==> config.mk <==
export PLATFORM = sky130hd
export DESIGN_NAME = multicycle_control_unit_flat
export DESIGN_NICKNAME = d
export VERILOG_FILES = /design/src/rtl/multicycle_control_unit_if.sv /design/src/rtl/multicycle_control_unit.sv /design/src/flat_wrapper.sv
export SDC_FILE = /design/constraint.sdc
export NUM_CORES = 1
export LEC_CHECK = 0
export ABC_AREA = 1
export BUFFER_PORTS_ARGS = -buffer_cell sky130_fd_sc_hd__buf_4
export CAP_MARGIN = 10
export CORE_MARGIN = 3
export CORE_UTILIZATION = 29
export CTS_CLUSTER_SIZE = 25
export DETAILED_ROUTE_END_ITERATION = 16
export PLACE_DENSITY = 0.54
export RECOVER_POWER = 100
export SLEW_MARGIN = 25
export SYNTH_ARGS = -nofsm -noshare
export SYNTH_HDL_FRONTEND = slang
export SYNTH_SLANG_ARGS = --single-unit
==> constraint.sdc <==
create_clock -name clk -period 1.35 [get_ports clk]
set_input_delay 0.135 -clock clk [delete_from_list [all_inputs] [get_ports clk]]
set_output_delay 0.135 -clock clk [all_outputs]
set_load 0.005 [all_outputs]
==> src/rtl/multicycle_control_unit_if.sv <==
// Bus between the multicycle control unit and its datapath / memory side.
//
// Signals:
//   opcode, zero, mem_ready  - instruction opcode, ALU zero flag and memory
//                              completion, driven towards the control unit
//   state                    - current FSM state code
//   pc_write .. alu_op       - datapath control strobes and selects
//   instr_done, illegal_op,
//   mem_timeout              - one-cycle status pulses
//
// Modports: slave = control unit side, master = datapath / environment side.
interface multicycle_control_unit_if #(
  parameter int ALUOP_W = 3
);
  logic [5:0]         opcode;
  logic               zero;
  logic               mem_ready;
  logic [3:0]         state;
  logic               pc_write;
  logic               pc_write_cond;
  logic               i_or_d;
  logic               mem_read;
  logic               mem_write;
  logic               ir_write;
  logic               mem_to_reg;
  logic               reg_write;
  logic               alu_src_a;
  logic [1:0]         reg_dst;
  logic [1:0]         alu_src_b;
  logic [1:0]         pc_source;
  logic [ALUOP_W-1:0] alu_op;
  logic               instr_done;
  logic               illegal_op;
  logic               mem_timeout;

  modport slave (
    input  opcode, zero, mem_ready,
    output state, pc_write, pc_write_cond, i_or_d, mem_read, mem_write,
           ir_write, mem_to_reg, reg_write, alu_src_a, reg_dst, alu_src_b,
           pc_source, alu_op, instr_done, illegal_op, mem_timeout
  );

  modport master (
    output opcode, zero, mem_ready,
    input  state, pc_write, pc_write_cond, i_or_d, mem_read, mem_write,
           ir_write, mem_to_reg, reg_write, alu_src_a, reg_dst, alu_src_b,
           pc_source, alu_op, instr_done, illegal_op, mem_timeout
  );
endinterface

==> src/rtl/multicycle_control_unit.sv <==
// Multicycle MIPS-style control unit: a 12-state FSM sequencing fetch,
// decode, memory, ALU, branch and jump phases, with a memory wait counter
// that abandons an access after MEM_WAIT_MAX stalled cycles.
//
// Ports:
//   clk    - clock, all state changes on the rising edge
//   rst_n  - asynchronous active-low reset
//   bus    - multicycle_control_unit_if.slave (opcode/zero/mem_ready in,
//            state code, control strobes and status pulses out)
//
// Optional feature: define MCU_JAL_EN to enable the JAL (opcode 000011)
// path. Without it, 000011 is treated as an illegal opcode.
module multicycle_control_unit #(
  parameter int ALUOP_W      = 3,
  parameter int MEM_WAIT_MAX = 15
) (
  input  logic                      clk,
  input  logic                      rst_n,
  multicycle_control_unit_if.slave  bus
);

  localparam int CNT_W = ($clog2(MEM_WAIT_MAX + 1) > 4) ? $clog2(MEM_WAIT_MAX + 1) : 4;

  localparam logic [5:0] OP_RTYPE = 6'b000000;
  localparam logic [5:0] OP_LW    = 6'b100011;
  localparam logic [5:0] OP_SW    = 6'b101011;
  localparam logic [5:0] OP_BEQ   = 6'b000100;
  localparam logic [5:0] OP_BNE   = 6'b000101;
  localparam logic [5:0] OP_ADDI  = 6'b001000;
  localparam logic [5:0] OP_ADDIU = 6'b001001;
  localparam logic [5:0] OP_ANDI  = 6'b001100;
  localparam logic [5:0] OP_ORI   = 6'b001101;
  localparam logic [5:0] OP_SLTI  = 6'b001010;
  localparam logic [5:0] OP_SLTIU = 6'b001011;
  localparam logic [5:0] OP_J     = 6'b000010;
  localparam logic [5:0] OP_JAL   = 6'b000011;

  typedef enum logic [3:0] {
    FETCH    = 4'd0,
    DECODE   = 4'd1,
    MEM_ADDR = 4'd2,
    MEM_RD   = 4'd3,
    MEM_WB   = 4'd4,
    MEM_WR   = 4'd5,
    EXEC_R   = 4'd6,
    EXEC_I   = 4'd7,
    ALU_WB   = 4'd8,
    BRANCH   = 4'd9,
    JUMP     = 4'd10,
    JAL      = 4'd11
  } state_t;

  state_t           state_q;
  logic [5:0]       op_q;
  logic [CNT_W-1:0] wait_cnt;

  logic in_wait;
  logic at_limit;
  logic timeout;
  logic [2:0] aop;

  // Post-decode destination; FETCH doubles as the "illegal opcode" marker.
  function automatic state_t decode_next(input logic [5:0] op);
    case (op)
      OP_RTYPE:                 return EXEC_R;
      OP_LW, OP_SW:             return MEM_ADDR;
      OP_BEQ, OP_BNE:           return BRANCH;
      OP_ADDI, OP_ADDIU, OP_ANDI,
      OP_ORI, OP_SLTI, OP_SLTIU: return EXEC_I;
      OP_J:                     return JUMP;
`ifdef MCU_JAL_EN
      OP_JAL:                   return JAL;
`endif
      default:                  return FETCH;
    endcase
  endfunction

  function automatic logic [2:0] imm_alu_op(input logic [5:0] op);
    case (op)
      OP_ANDI:          return 3'b100;
      OP_ORI:           return 3'b101;
      OP_SLTI, OP_SLTIU: return 3'b110;
      default:          return 3'b000;
    endcase
  endfunction

  assign in_wait  = (state_q == FETCH) || (state_q == MEM_RD) || (state_q == MEM_WR);
  assign at_limit = (wait_cnt == CNT_W'(MEM_WAIT_MAX));
  // A completing access in the limit cycle wins over the timeout.
  assign timeout  = in_wait && at_limit && !bus.mem_ready;

  always_ff @(posedge clk or negedge rst_n) begin
    if (!rst_n) begin
      state_q  <= FETCH;
      op_q     <= '0;
      wait_cnt <= '0;
    end else begin
      // Counter only runs while stalled in a memory-wait state; every state
      // change, completion or timeout clears it.
      if (in_wait && !bus.mem_ready && !at_limit)
        wait_cnt <= wait_cnt + CNT_W'(1);
      else
        wait_cnt <= '0;

      case (state_q)
        FETCH: begin
          if (bus.mem_ready) begin
            op_q    <= bus.opcode;
            state_q <= DECODE;
          end
        end
        DECODE:   state_q <= decode_next(op_q);
        MEM_ADDR: state_q <= (op_q == OP_LW) ? MEM_RD : MEM_WR;
        MEM_RD: begin
          if (bus.mem_ready)  state_q <= MEM_WB;
          else if (at_limit)  state_q <= FETCH;
        end
        MEM_WR: begin
          if (bus.mem_ready || at_limit) state_q <= FETCH;
        end
        EXEC_R, EXEC_I: state_q <= ALU_WB;
        // Writeback, branch, jump, JAL and unused codes all return to fetch.
        default: state_q <= FETCH;
      endcase
    end
  end

  always_comb begin
    bus.state         = state_q;
    bus.pc_write      = 1'b0;
    bus.pc_write_cond = 1'b0;
    bus.i_or_d        = 1'b0;
    bus.mem_read      = 1'b0;
    bus.mem_write     = 1'b0;
    bus.ir_write      = 1'b0;
    bus.mem_to_reg    = 1'b0;
    bus.reg_write     = 1'b0;
    bus.alu_src_a     = 1'b0;
    bus.reg_dst       = 2'b00;
    bus.alu_src_b     = 2'b00;
    bus.pc_source     = 2'b00;
    bus.instr_done    = 1'b0;
    bus.illegal_op    = 1'b0;
    bus.mem_timeout   = 1'b0;
    aop               = 3'b000;

    // Everything is held low while reset is asserted, even though the
    // state register already reads FETCH.
    if (rst_n) begin
      case (state_q)
        FETCH: begin
          bus.mem_read  = 1'b1;
          bus.alu_src_b = 2'b01;
          bus.ir_write  = bus.mem_ready;
          bus.pc_write  = bus.mem_ready;
        end
        DECODE: begin
          bus.alu_src_b  = 2'b11;
          bus.illegal_op = (decode_next(op_q) == FETCH);
        end
        MEM_ADDR: begin
          bus.alu_src_a = 1'b1;
          bus.alu_src_b = 2'b10;
        end
        MEM_RD: begin
          bus.mem_read = 1'b1;
          bus.i_or_d   = 1'b1;
        end
        MEM_WB: begin
          bus.reg_write  = 1'b1;
          bus.mem_to_reg = 1'b1;
          bus.instr_done = 1'b1;
        end
        MEM_WR: begin
          bus.mem_write  = 1'b1;
          bus.i_or_d     = 1'b1;
          bus.instr_done = bus.mem_ready;
        end
        EXEC_R: begin
          bus.alu_src_a = 1'b1;
          aop           = 3'b010;
        end
        EXEC_I: begin
          bus.alu_src_a = 1'b1;
          bus.alu_src_b = 2'b10;
          aop           = imm_alu_op(op_q);
        end
        ALU_WB: begin
          bus.reg_write  = 1'b1;
          bus.reg_dst    = (op_q == OP_RTYPE) ? 2'b01 : 2'b00;
          bus.instr_done = 1'b1;
        end
        BRANCH: begin
          bus.alu_src_a     = 1'b1;
          aop               = 3'b001;
          bus.pc_source     = 2'b01;
          bus.pc_write_cond = (op_q == OP_BEQ) ? bus.zero : !bus.zero;
          bus.instr_done    = 1'b1;
        end
        JUMP: begin
          bus.pc_write   = 1'b1;
          bus.pc_source  = 2'b10;
          bus.instr_done = 1'b1;
        end
`ifdef MCU_JAL_EN
        JAL: begin
          // ALU computes PC+4 (PC + 4 through src_a=0/src_b=01) for $31.
          bus.pc_write   = 1'b1;
          bus.pc_source  = 2'b10;
          bus.reg_write  = 1'b1;
          bus.reg_dst    = 2'b10;
          bus.alu_src_b  = 2'b01;
          bus.instr_done = 1'b1;
        end
`endif
        default: ;
      endcase

      // Abandoned access: drop every memory strobe and flag the timeout.
      if (timeout) begin
        bus.mem_read    = 1'b0;
        bus.mem_write   = 1'b0;
        bus.i_or_d      = 1'b0;
        bus.mem_timeout = 1'b1;
      end
    end

    bus.alu_op = ALUOP_W'(aop);
  end

endmodule

==> src/flat_wrapper.sv <==
// flat-port wrapper written by rule: the top's interface ports become plain ports
module multicycle_control_unit_flat 
#(
  parameter int ALUOP_W      = 3,
  parameter int MEM_WAIT_MAX = 15
)
  (clk, rst_n, bus_opcode, bus_zero, bus_mem_ready, bus_state, bus_pc_write, bus_pc_write_cond, bus_i_or_d, bus_mem_read, bus_mem_write, bus_ir_write, bus_mem_to_reg, bus_reg_write, bus_alu_src_a, bus_reg_dst, bus_alu_src_b, bus_pc_source, bus_alu_op, bus_instr_done, bus_illegal_op, bus_mem_timeout);
  multicycle_control_unit_if #(.ALUOP_W(ALUOP_W)) bus_i ();
  input  logic clk;
  input  logic rst_n;
  input wire logic [$bits(bus_i.opcode)-1:0] bus_opcode;
  input wire logic [$bits(bus_i.zero)-1:0] bus_zero;
  input wire logic [$bits(bus_i.mem_ready)-1:0] bus_mem_ready;
  output wire logic [$bits(bus_i.state)-1:0] bus_state;
  output wire logic [$bits(bus_i.pc_write)-1:0] bus_pc_write;
  output wire logic [$bits(bus_i.pc_write_cond)-1:0] bus_pc_write_cond;
  output wire logic [$bits(bus_i.i_or_d)-1:0] bus_i_or_d;
  output wire logic [$bits(bus_i.mem_read)-1:0] bus_mem_read;
  output wire logic [$bits(bus_i.mem_write)-1:0] bus_mem_write;
  output wire logic [$bits(bus_i.ir_write)-1:0] bus_ir_write;
  output wire logic [$bits(bus_i.mem_to_reg)-1:0] bus_mem_to_reg;
  output wire logic [$bits(bus_i.reg_write)-1:0] bus_reg_write;
  output wire logic [$bits(bus_i.alu_src_a)-1:0] bus_alu_src_a;
  output wire logic [$bits(bus_i.reg_dst)-1:0] bus_reg_dst;
  output wire logic [$bits(bus_i.alu_src_b)-1:0] bus_alu_src_b;
  output wire logic [$bits(bus_i.pc_source)-1:0] bus_pc_source;
  output wire logic [$bits(bus_i.alu_op)-1:0] bus_alu_op;
  output wire logic [$bits(bus_i.instr_done)-1:0] bus_instr_done;
  output wire logic [$bits(bus_i.illegal_op)-1:0] bus_illegal_op;
  output wire logic [$bits(bus_i.mem_timeout)-1:0] bus_mem_timeout;
  assign bus_i.opcode = bus_opcode;
  assign bus_i.zero = bus_zero;
  assign bus_i.mem_ready = bus_mem_ready;
  assign bus_state = bus_i.state;
  assign bus_pc_write = bus_i.pc_write;
  assign bus_pc_write_cond = bus_i.pc_write_cond;
  assign bus_i_or_d = bus_i.i_or_d;
  assign bus_mem_read = bus_i.mem_read;
  assign bus_mem_write = bus_i.mem_write;
  assign bus_ir_write = bus_i.ir_write;
  assign bus_mem_to_reg = bus_i.mem_to_reg;
  assign bus_reg_write = bus_i.reg_write;
  assign bus_alu_src_a = bus_i.alu_src_a;
  assign bus_reg_dst = bus_i.reg_dst;
  assign bus_alu_src_b = bus_i.alu_src_b;
  assign bus_pc_source = bus_i.pc_source;
  assign bus_alu_op = bus_i.alu_op;
  assign bus_instr_done = bus_i.instr_done;
  assign bus_illegal_op = bus_i.illegal_op;
  assign bus_mem_timeout = bus_i.mem_timeout;
  multicycle_control_unit #(.ALUOP_W(ALUOP_W), .MEM_WAIT_MAX(MEM_WAIT_MAX)) u_core (.clk(clk), .rst_n(rst_n), .bus(bus_i));
endmodule
======== Word level (Yosys, flattened, before mapping) ========
Cells that the tools add are included.
storage, ports and cells
  memory bits (read-only) ................. 0
  register bits after elaboration ......... 14
  bits in writable memories ............... 0
  memories ................................ 0
  logic and storage cells ................. 103
  bits in latches ......................... 0
  output and inout bits ................... 25
cells by class
  bitwise operators ....................... 0
  $lt $le $gt $ge ......................... 0
  shifts and indexed selects .............. 0
  add/subtract/negate cells ............... 1
  multiply operators ...................... 0
  divide/modulo/power cells ............... 0
  eq/ne operators ......................... 25
  multiplexer cells ....................... 48
  reduce and logical (&&, ||, !) cells .... 26
operators with widths
  cell                                                              count
  6-bit by 4-bit == test with 1-bit output (second input constant)  6
  4-bit two-way mux                                                 7
  1-bit two-way mux                                                 27
  4-bit case mux with 6 select lines                                1
  4-bit case mux with 5 select lines                                1
  3-bit case mux with 3 select lines                                2
  4-bit by 3-bit == test with 1-bit output (second input constant)  4
  4-bit == test (second input constant)                             4
  2-bit OR reduction                                                8
  6-bit by 3-bit == test with 1-bit output (second input constant)  2
  6-bit == test (second input constant)                             2
  4-bit by 2-bit == test with 1-bit output (second input constant)  2
  4-bit logical NOT                                                 2
  2-bit two-way mux                                                 4
  4-bit OR reduction                                                2
  6-bit by 2-bit == test with 1-bit output (second input constant)  1
  6-bit logical NOT                                                 1
  3-bit two-way mux                                                 2
  2-bit case mux with 3 select lines                                1
  6-bit OR reduction                                                1
  4-bit by 1-bit adder with 4-bit output (second input constant)    1
  4-bit by 1-bit == test with 1-bit output (second input constant)  1
  1-bit logical AND                                                 4
  2-bit inequality test (second input constant)                     2
  other kinds (7)                                                   12

======== Logic depth before layout (Yosys ltp) ========
Gate-level depths: netlist of the first run.
  word-level depth ........................ 8
  depth in mapped cells ................... 8

======== Worst setup path after synthesis of the first run ========
No wires, ideal clock.
  path kind ............................... register -> output
  start point ............................. register u_core.state_q[1] (netlist: u_core.bus.state[1])
  end point ............................... output port bus_pc_write
  arrival time ............................ 1.121 ns
  stages on the path, launching flop included .. 8
  path slack .............................. 0.094 ns
  data required time ...................... 1.215 ns
  buffers on the path ..................... 2
  cell sequence ........................... dfrtp_1 buf_6 nor2_2 nand2_2 inv_2 nand2_2 buf_6 o22ai_1
between the ends
  longest elaborated chain between the ends .. 3
RTL lines
  what                                                       RTL line                        source
  from (decl)                                                multicycle_control_unit.sv:53   state_t state_q;
  from (signal assigned)                                     multicycle_control_unit.sv:112  DECODE: state_q <= decode_next(op_q);
  from (signal assigned)                                     multicycle_control_unit.sv:113  MEM_ADDR: state_q <= (op_q == OP_LW) ? MEM_RD : MEM_WR;
  4-bit == test / 4-bit logical NOT (equally long branches)  multicycle_control_unit.sv:150  case (state_q)
  1-bit case mux with 2 select lines *                       multicycle_control_unit.sv:150
  1-bit two-way mux *                                        multicycle_control_unit.sv:149  if (rst_n) begin
  to (decl)                                                  flat_wrapper.sv:15              output wire logic [$bits(bus_i.pc_write)-1:0] bus_pc_write;
Every way passes the cells marked *; elsewhere a longest branch is shown, timed or not.

======== Final worst setup path of the first run ========
  start point ............................. register u_core.state_q[3] (netlist: u_core.bus.state[3])
  end point ............................... output port bus_alu_src_b[1]
between the ends
  longest elaborated chain between the ends .. 4
RTL lines
  what                                                                                                         RTL line                        source
  4-bit by 2-bit == test with 1-bit output / 4-bit by 3-bit == test with 1-bit output (equally long branches)  --
  2-bit OR reduction (no line)                                                                                 --
  2-bit case mux with 3 select lines *                                                                         multicycle_control_unit.sv:150
  2-bit two-way mux *                                                                                          multicycle_control_unit.sv:149
  to (decl)                                                                                                    flat_wrapper.sv:25              output wire logic [$bits(bus_i.alu_src_b)-1:0] bus_alu_src_b;
Marks and branches as above.

==> flow_summary.toml, run 1 <==
[worst_setup_path]
reg2reg_slack_ns = -0.06
slowest_delay_ns = 0.45
r2r-start = "u_core.bus.state[3]"
crit_path_cell_trace = "nor2_4 > buf_6 > nand2_2 > inv_2 > nand2_1 > o211ai_1 > buf_4"
r2r_end = "u_core.op_q[3]"
path_delay_family = "flip-flops"
path_max_fanout = 4
crit_required_ns = 1.22
end_kind = "primary output"
cp.arrival_ns = 1.47
reg2reg_depth = 8
path_class = "reg2out"
cp-start-kind = "flip-flop"
cp_slowest_cell = "dfrtp_2"
crit_buf_inv = 3

[timing]
fin_ws_ns = -0.254
maxSlewViolCount = 0
timing.fmax_mhz = 623
finalSetupViolCount = 27
fin_skew_ns = 0.00121
min_period_ns = 1.60
hold_viol = 0
fin_crit_sh_pct = 119
whs_ns = 0.124
rsz0062_at_grt = "true"

[drt]
routedWlPerCell_um = 12.5
dr.pass1.iters = 4
wl_um = 3370
drt_iter0_drc = 46
route.detailed.drc = 0
via_count = 1246
viasPerCell = 4.61
ant_nets = 0

[finish]
most-common-layout-cells = "buf_4 (50), inv_1 (19), nand2_1 (18)"
nNetsFinal = 237
final_area_sq_um = 1900
final_core_util_pct = 55.2
areaGrowthSynthToFinish_pct = 77.7
layout_commonest_cell = "buf_4"
n_antenna_cell = 0
n_fill_cell = 328
drive_gt1_share_pct = 57.1

[clocking]
clkLatencyLatePin_ns = 0.24
path_clk_slew_ns = 0.06
cts_buffers = 3
clockBufferDepth = 2
h-tree-depth = 1
cts.sink_count = 14
root_buffer = "clkbuf_8"
cts_tree = "yes"

[synth]
yosys.area.top_type = "dfrtp_1"
ys_async_sr_fraction_pct = 100
synth_edf_count = 0
synth.area.top_cells = "dfrtp_1 (33%), nand2_1 (11%), nand3_1 (9.8%)"
yosysWarnings = 0
synth_top_area_share_pct = 32.7
ys_ff_latch = 14
syn_inst = 161
yosysUniqueCellTypes = 29
syn_area_sq_um = 1070
syn_nets = 172
yosys_most_used_dff = "dfrtp_1"
ys_seq_area_share_pct = 32.7
syn_avg_cell_area_sq_um = 6.64

[global_routing]
antenna_found_initial = 0
grt_pass1_vias = 1271
grt_max_degree = 10
gr-usage-all-layers_pct = 16.0
overflow = 0
grt_pass1_wl_um = 5510

[place]
port_buffers = 33
hpwl_um = 2400
place_area_sq_um = 1460
gp_congestion = 0.817

[floorplanning]
coreArea_sq_um = 3440
rows = 21
start_util_pct = 31.1
dieHeight_um = 66.7
dieWidth_um = 66.7
die-area_sq_um = 4450
io_pins = 35

[power]
power_mw = 3.45
pwr_density_cell_nw_per_um2 = 1810
p_leak_nw = 1.00
ir_drop_uv = 829

[hold_path]
hold_path_depth = 3
min_path_type = "in2reg"
holdCritStartpoint = "bus_opcode[0]"
min_to = "u_core.op_q[0]"

[status]
failed_checks = "negative setup slack"
status = "finished with violations"

[flow_run]
cap_violations = 0
## timing repair
item | 4_1_cts | 5_1_grt
resized for setup | 40 | 42
pin swaps | 13 | 19
hold buffers | 2 | 0
setup endpoints to repair | 21 | 32
buffers inserted | 8 | 8
endpoints found under the hold margin | 14 | 0
## final cells by class
type	count	area (sq um)	share of cell area, %
multi-input combinational	116	801	42.1
timing repair buffer	65	542	28.5
sequential	14	357	18.8
inverter	26	103	5.40
tap	46	57.6	3.03
clock buffer	3	41.3	2.17
## sequential cells by signal, summed over array words and instances, names as in the netlist
signal            flops
u_core.bus.state      4
u_core.op_q           6
u_core.wait_cnt       4
## tightest hold or removal path, cell delays in order
cell and delay (ns):
buf_4 0.07, nand3_1 0.06, nand2_1 0.06
## power by group
group	switching [mW]	internal, mW
logic	1.18	1.12
clock network	0.140	0.197
registers	0.236	0.578
## how the worst max path moves through the flow
stage,startpoint,end,cells past startpoint
floorplan,u_core.bus.state[1],bus_pc_write,7
detailed placement,u_core.bus.state[1],bus_mem_read,8
CTS,u_core.bus.state[2],bus_mem_write,7
global placement,u_core.bus.state[1],bus_mem_write,8
global route,u_core.bus.state[3],bus_alu_op[0],6
finish,u_core.bus.state[3],bus_alu_src_b[1],7
## stage by stage
stage	setup WS, ns	setup TNS [ns]	cells
finish	-0.254	-3.78	270
global route	-0.345	-6.09	270
detailed placement	-0.0725	-0.227	252
global placement	-0.0431	-0.135	252
CTS	-0.236	-3.32	265
floorplan	0.0937	0	161
## synth_stat cells, types with 2 or more instances
| cell | count |
|---|---|
| a21oi_1 | 5 |
| buf_2 | 2 |
| buf_6 | 2 |
| dfrtp_1 | 14 |
| inv_1 | 23 |
| inv_2 | 3 |
| nand2_1 | 31 |
| nand2_2 | 3 |
| nand3_1 | 21 |
| nand4_1 | 2 |
| nor2_1 | 28 |
| nor2_2 | 3 |
| nor2_4 | 3 |
| nor3_1 | 3 |
| o211ai_1 | 2 |
| o21ai_0 | 2 |
| xor2_1 | 2 |
## routing by layer
| layer | GRT usage [%] | up-vias | wire length [um] |
|---|---|---|---|
| met5 | 0 | - | 0 |
| met4 | 5.84 | 0 | 48 |
| met3 | 2.36 | 6 | 174 |
| met2 | 27.7 | 29 | 1750 |
| met1 | 20.0 | 575 | 1390 |
| li1 | - | 636 | - |
## logic make-up after synthesis
| kind of cell | Yosys count | share of synthesized area, % |
|---|---|---|
| AND/OR/NAND/NOR | 96 | 41.8 |
| adder cells (fa/ha/maj) | 1 | 1.17 |
| other | 1 | 0.351 |
| buffers and inverters | 31 | 12.9 |
| XOR/XNOR | 3 | 2.46 |
| AO/OA/AOI/OAI | 15 | 8.66 |
| flip-flops | 14 | 32.7 |
Power figures use the tool's default switching activity.
==> inputs of run 2 (changes only) <==
--- a/config.mk
+++ b/config.mk
@@ -7,4 +7,5 @@
 export LEC_CHECK = 0
 export ABC_AREA = 1
+export ABC_CLOCK_PERIOD_IN_PS = 1350
 export BUFFER_PORTS_ARGS = -buffer_cell sky130_fd_sc_hd__buf_4
 export CAP_MARGIN = 10
==> constraint.sdc (replaced) <==
create_clock -name clk -period 1.35 [get_ports clk]
set_input_delay 0.0675 -clock clk [delete_from_list [all_inputs] [get_ports clk]]
set_output_delay 0.0675 -clock clk [all_outputs]
set_load 0.005 [all_outputs]
==> run 2 against run 1 <==
Against the previous run:
- the flow still finishes with violations (negative setup slack)
- sequential share of layout area is 0.97 points higher
- highest routed layer unchanged
- combinational power is 12% lower
- fmax is 5.5% higher
==> flow_summary.toml, run 2 (synthesis results as in run 1) <==
[drt]
wl_um = 3330
via_count = 1258
routedWlPerCell_um = 12.6
dr.pass1.iters = 4
ant_nets = 0
viasPerCell = 4.77
drt_iter0_drc = 45
route.detailed.drc = 0

[timing]
hold_viol = 0
fin_crit_sh_pct = 113
maxSlewViolCount = 0
fin_skew_ns = 0.000719
rsz0062_at_grt = "true"
fin_ws_ns = -0.170
timing.fmax_mhz = 658
finalSetupViolCount = 18
min_period_ns = 1.52
whs_ns = 0.0615

[clocking]
root_buffer = "clkbuf_8"
clockBufferDepth = 2
clkLatencyLatePin_ns = 0.24
path_clk_slew_ns = 0.05
cts_tree = "yes"
h-tree-depth = 1
cts.sink_count = 14
cts_buffers = 3

[worst_setup_path]
end_kind = "primary output"
crit_required_ns = 1.28
path_class = "reg2out"
cp-start-kind = "flip-flop"
cp.arrival_ns = 1.45
path_max_fanout = 5

[floorplanning]
start_util_pct = 31.1
rows = 21
coreArea_sq_um = 3440
dieHeight_um = 66.7
io_pins = 35
dieWidth_um = 66.7
die-area_sq_um = 4450

[finish]
layout_commonest_cell = "buf_4"
nNetsFinal = 231
largest_reg_flops = 6
regArea_sq_um = 357
final_core_util_pct = 52.5
final_area_sq_um = 1810
multi_input_area_sq_um = 778
areaGrowthSynthToFinish_pct = 68.9
n_antenna_cell = 0
drive_gt1_share_pct = 55.0
most-common-layout-cells = "buf_4 (52), nand2_1 (24), inv_1 (18)"
n_fill_cell = 336
top_register = "u_core.op_q"

[global_routing]
antenna_found_initial = 0
grt_max_degree = 12
grt_pass1_vias = 1237
grt_pass1_wl_um = 5390
gr-usage-all-layers_pct = 15.5
overflow = 0

[place]
gp_congestion = 0.815
port_buffers = 33
hpwl_um = 2370
place_area_sq_um = 1400
place_ws_ns = 0.0117

[power]
comb_power_share_pct = 64.4
p_sw_mw = 1.44
pwr_density_cell_nw_per_um2 = 1740
p_leak_nw = 0.960
p_int_mw = 1.71
clockPowerShare_pct = 10.4
power_mw = 3.15
ir_drop_uv = 820
sw_frac_of_total_pct = 45.8
seqPwrFrac_pct = 25.2

[hold_path]
min_path_type = "in2reg"

[status]
status = "finished with violations"
failed_checks = "negative setup slack"

[flow_run]
cap_violations = 0
==> run 2: changes by cell type in the layout (fill, tap and decap cells not counted), sizes merged <==
cell / previous run / this run
buf: 63 / 57
==> run 2: routing by layer <==
metal / share of wire (%) / GRT usage [%]
met1: 42 / 19.4
met5: 0 / 0
met3: 5.6 / 2.19
met4: 1.8 / 5.08
met2: 51 / 27.0
==> run 2: timing repair <==
item | CTS | global route
setup buffers | 15 | 2
gates resized for setup | 24 | 46
endpoints found under the setup margin | 18 | 30
hold endpoints to repair | 14 | 0
hold buffers | 2 | 0
pin swaps | 12 | 12
==> run 2: through the flow <==
stage	TNS (ns)	std cells
after floorplan	0	161
after global placement	0	244
after detailed placement	0	244
after CTS	-1.57	264
after global routing	-3.54	264
final	-1.98	264
==> run 2: worst max-delay path, stage by stage (launching register included) <==
cell      delay [ns]
dfrtp_2         0.45
nor2_4          0.21
nand2_4         0.09
nand3_4         0.10
nand3b_4        0.10
nand2_4         0.10
nor2_2          0.04
buf_4           0.13
==> run 2: area by class of cell <==
class / instances / share of cell area (%)
repair buffers: 59 / 26.0
multi-input cells: 116 / 43.1
well taps: 46 / 3.19
clock buffers: 3 / 2.29
inverters: 26 / 5.68
flip-flops and latches: 14 / 19.7
==> run 2: path summary, 6_finish.rpt <==
| check | startpoint | end | slack (ns) | depth (start not counted) |
|---|---|---|---|---|
| max | u_core.bus.state[3] | bus_mem_read | -0.17 | 7 |
| min | bus_opcode[0] | u_core.op_q[0] | 0.06 | 3 |
| max reg2reg | u_core.op_q[3] | u_core.bus.state[1] | -0.07 | 9 |
| min reg2reg | u_core.wait_cnt[0] | u_core.wait_cnt[0] | 0.53 | 2 |
| max in group asynchronous | rst_n | u_core.bus.state[0] | 0.42 | 3 |
| min in group asynchronous | rst_n | u_core.bus.state[1] | 0.33 | 2 |
==> run 2: power groups by stage <==
stage | Sequential [mW] | Combinational, mW | Clock (mW)
6_report | 0.792 | 2.03 | 0.329
3_3_place_gp | 0.751 | 1.37 | 0
2_1_floorplan | 0.711 | 0.906 | 0
4_1_cts | 0.779 | 1.78 | 0.347
3_5_place_dp | 0.758 | 1.38 | 0
5_1_grt | 0.814 | 2.23 | 0.370
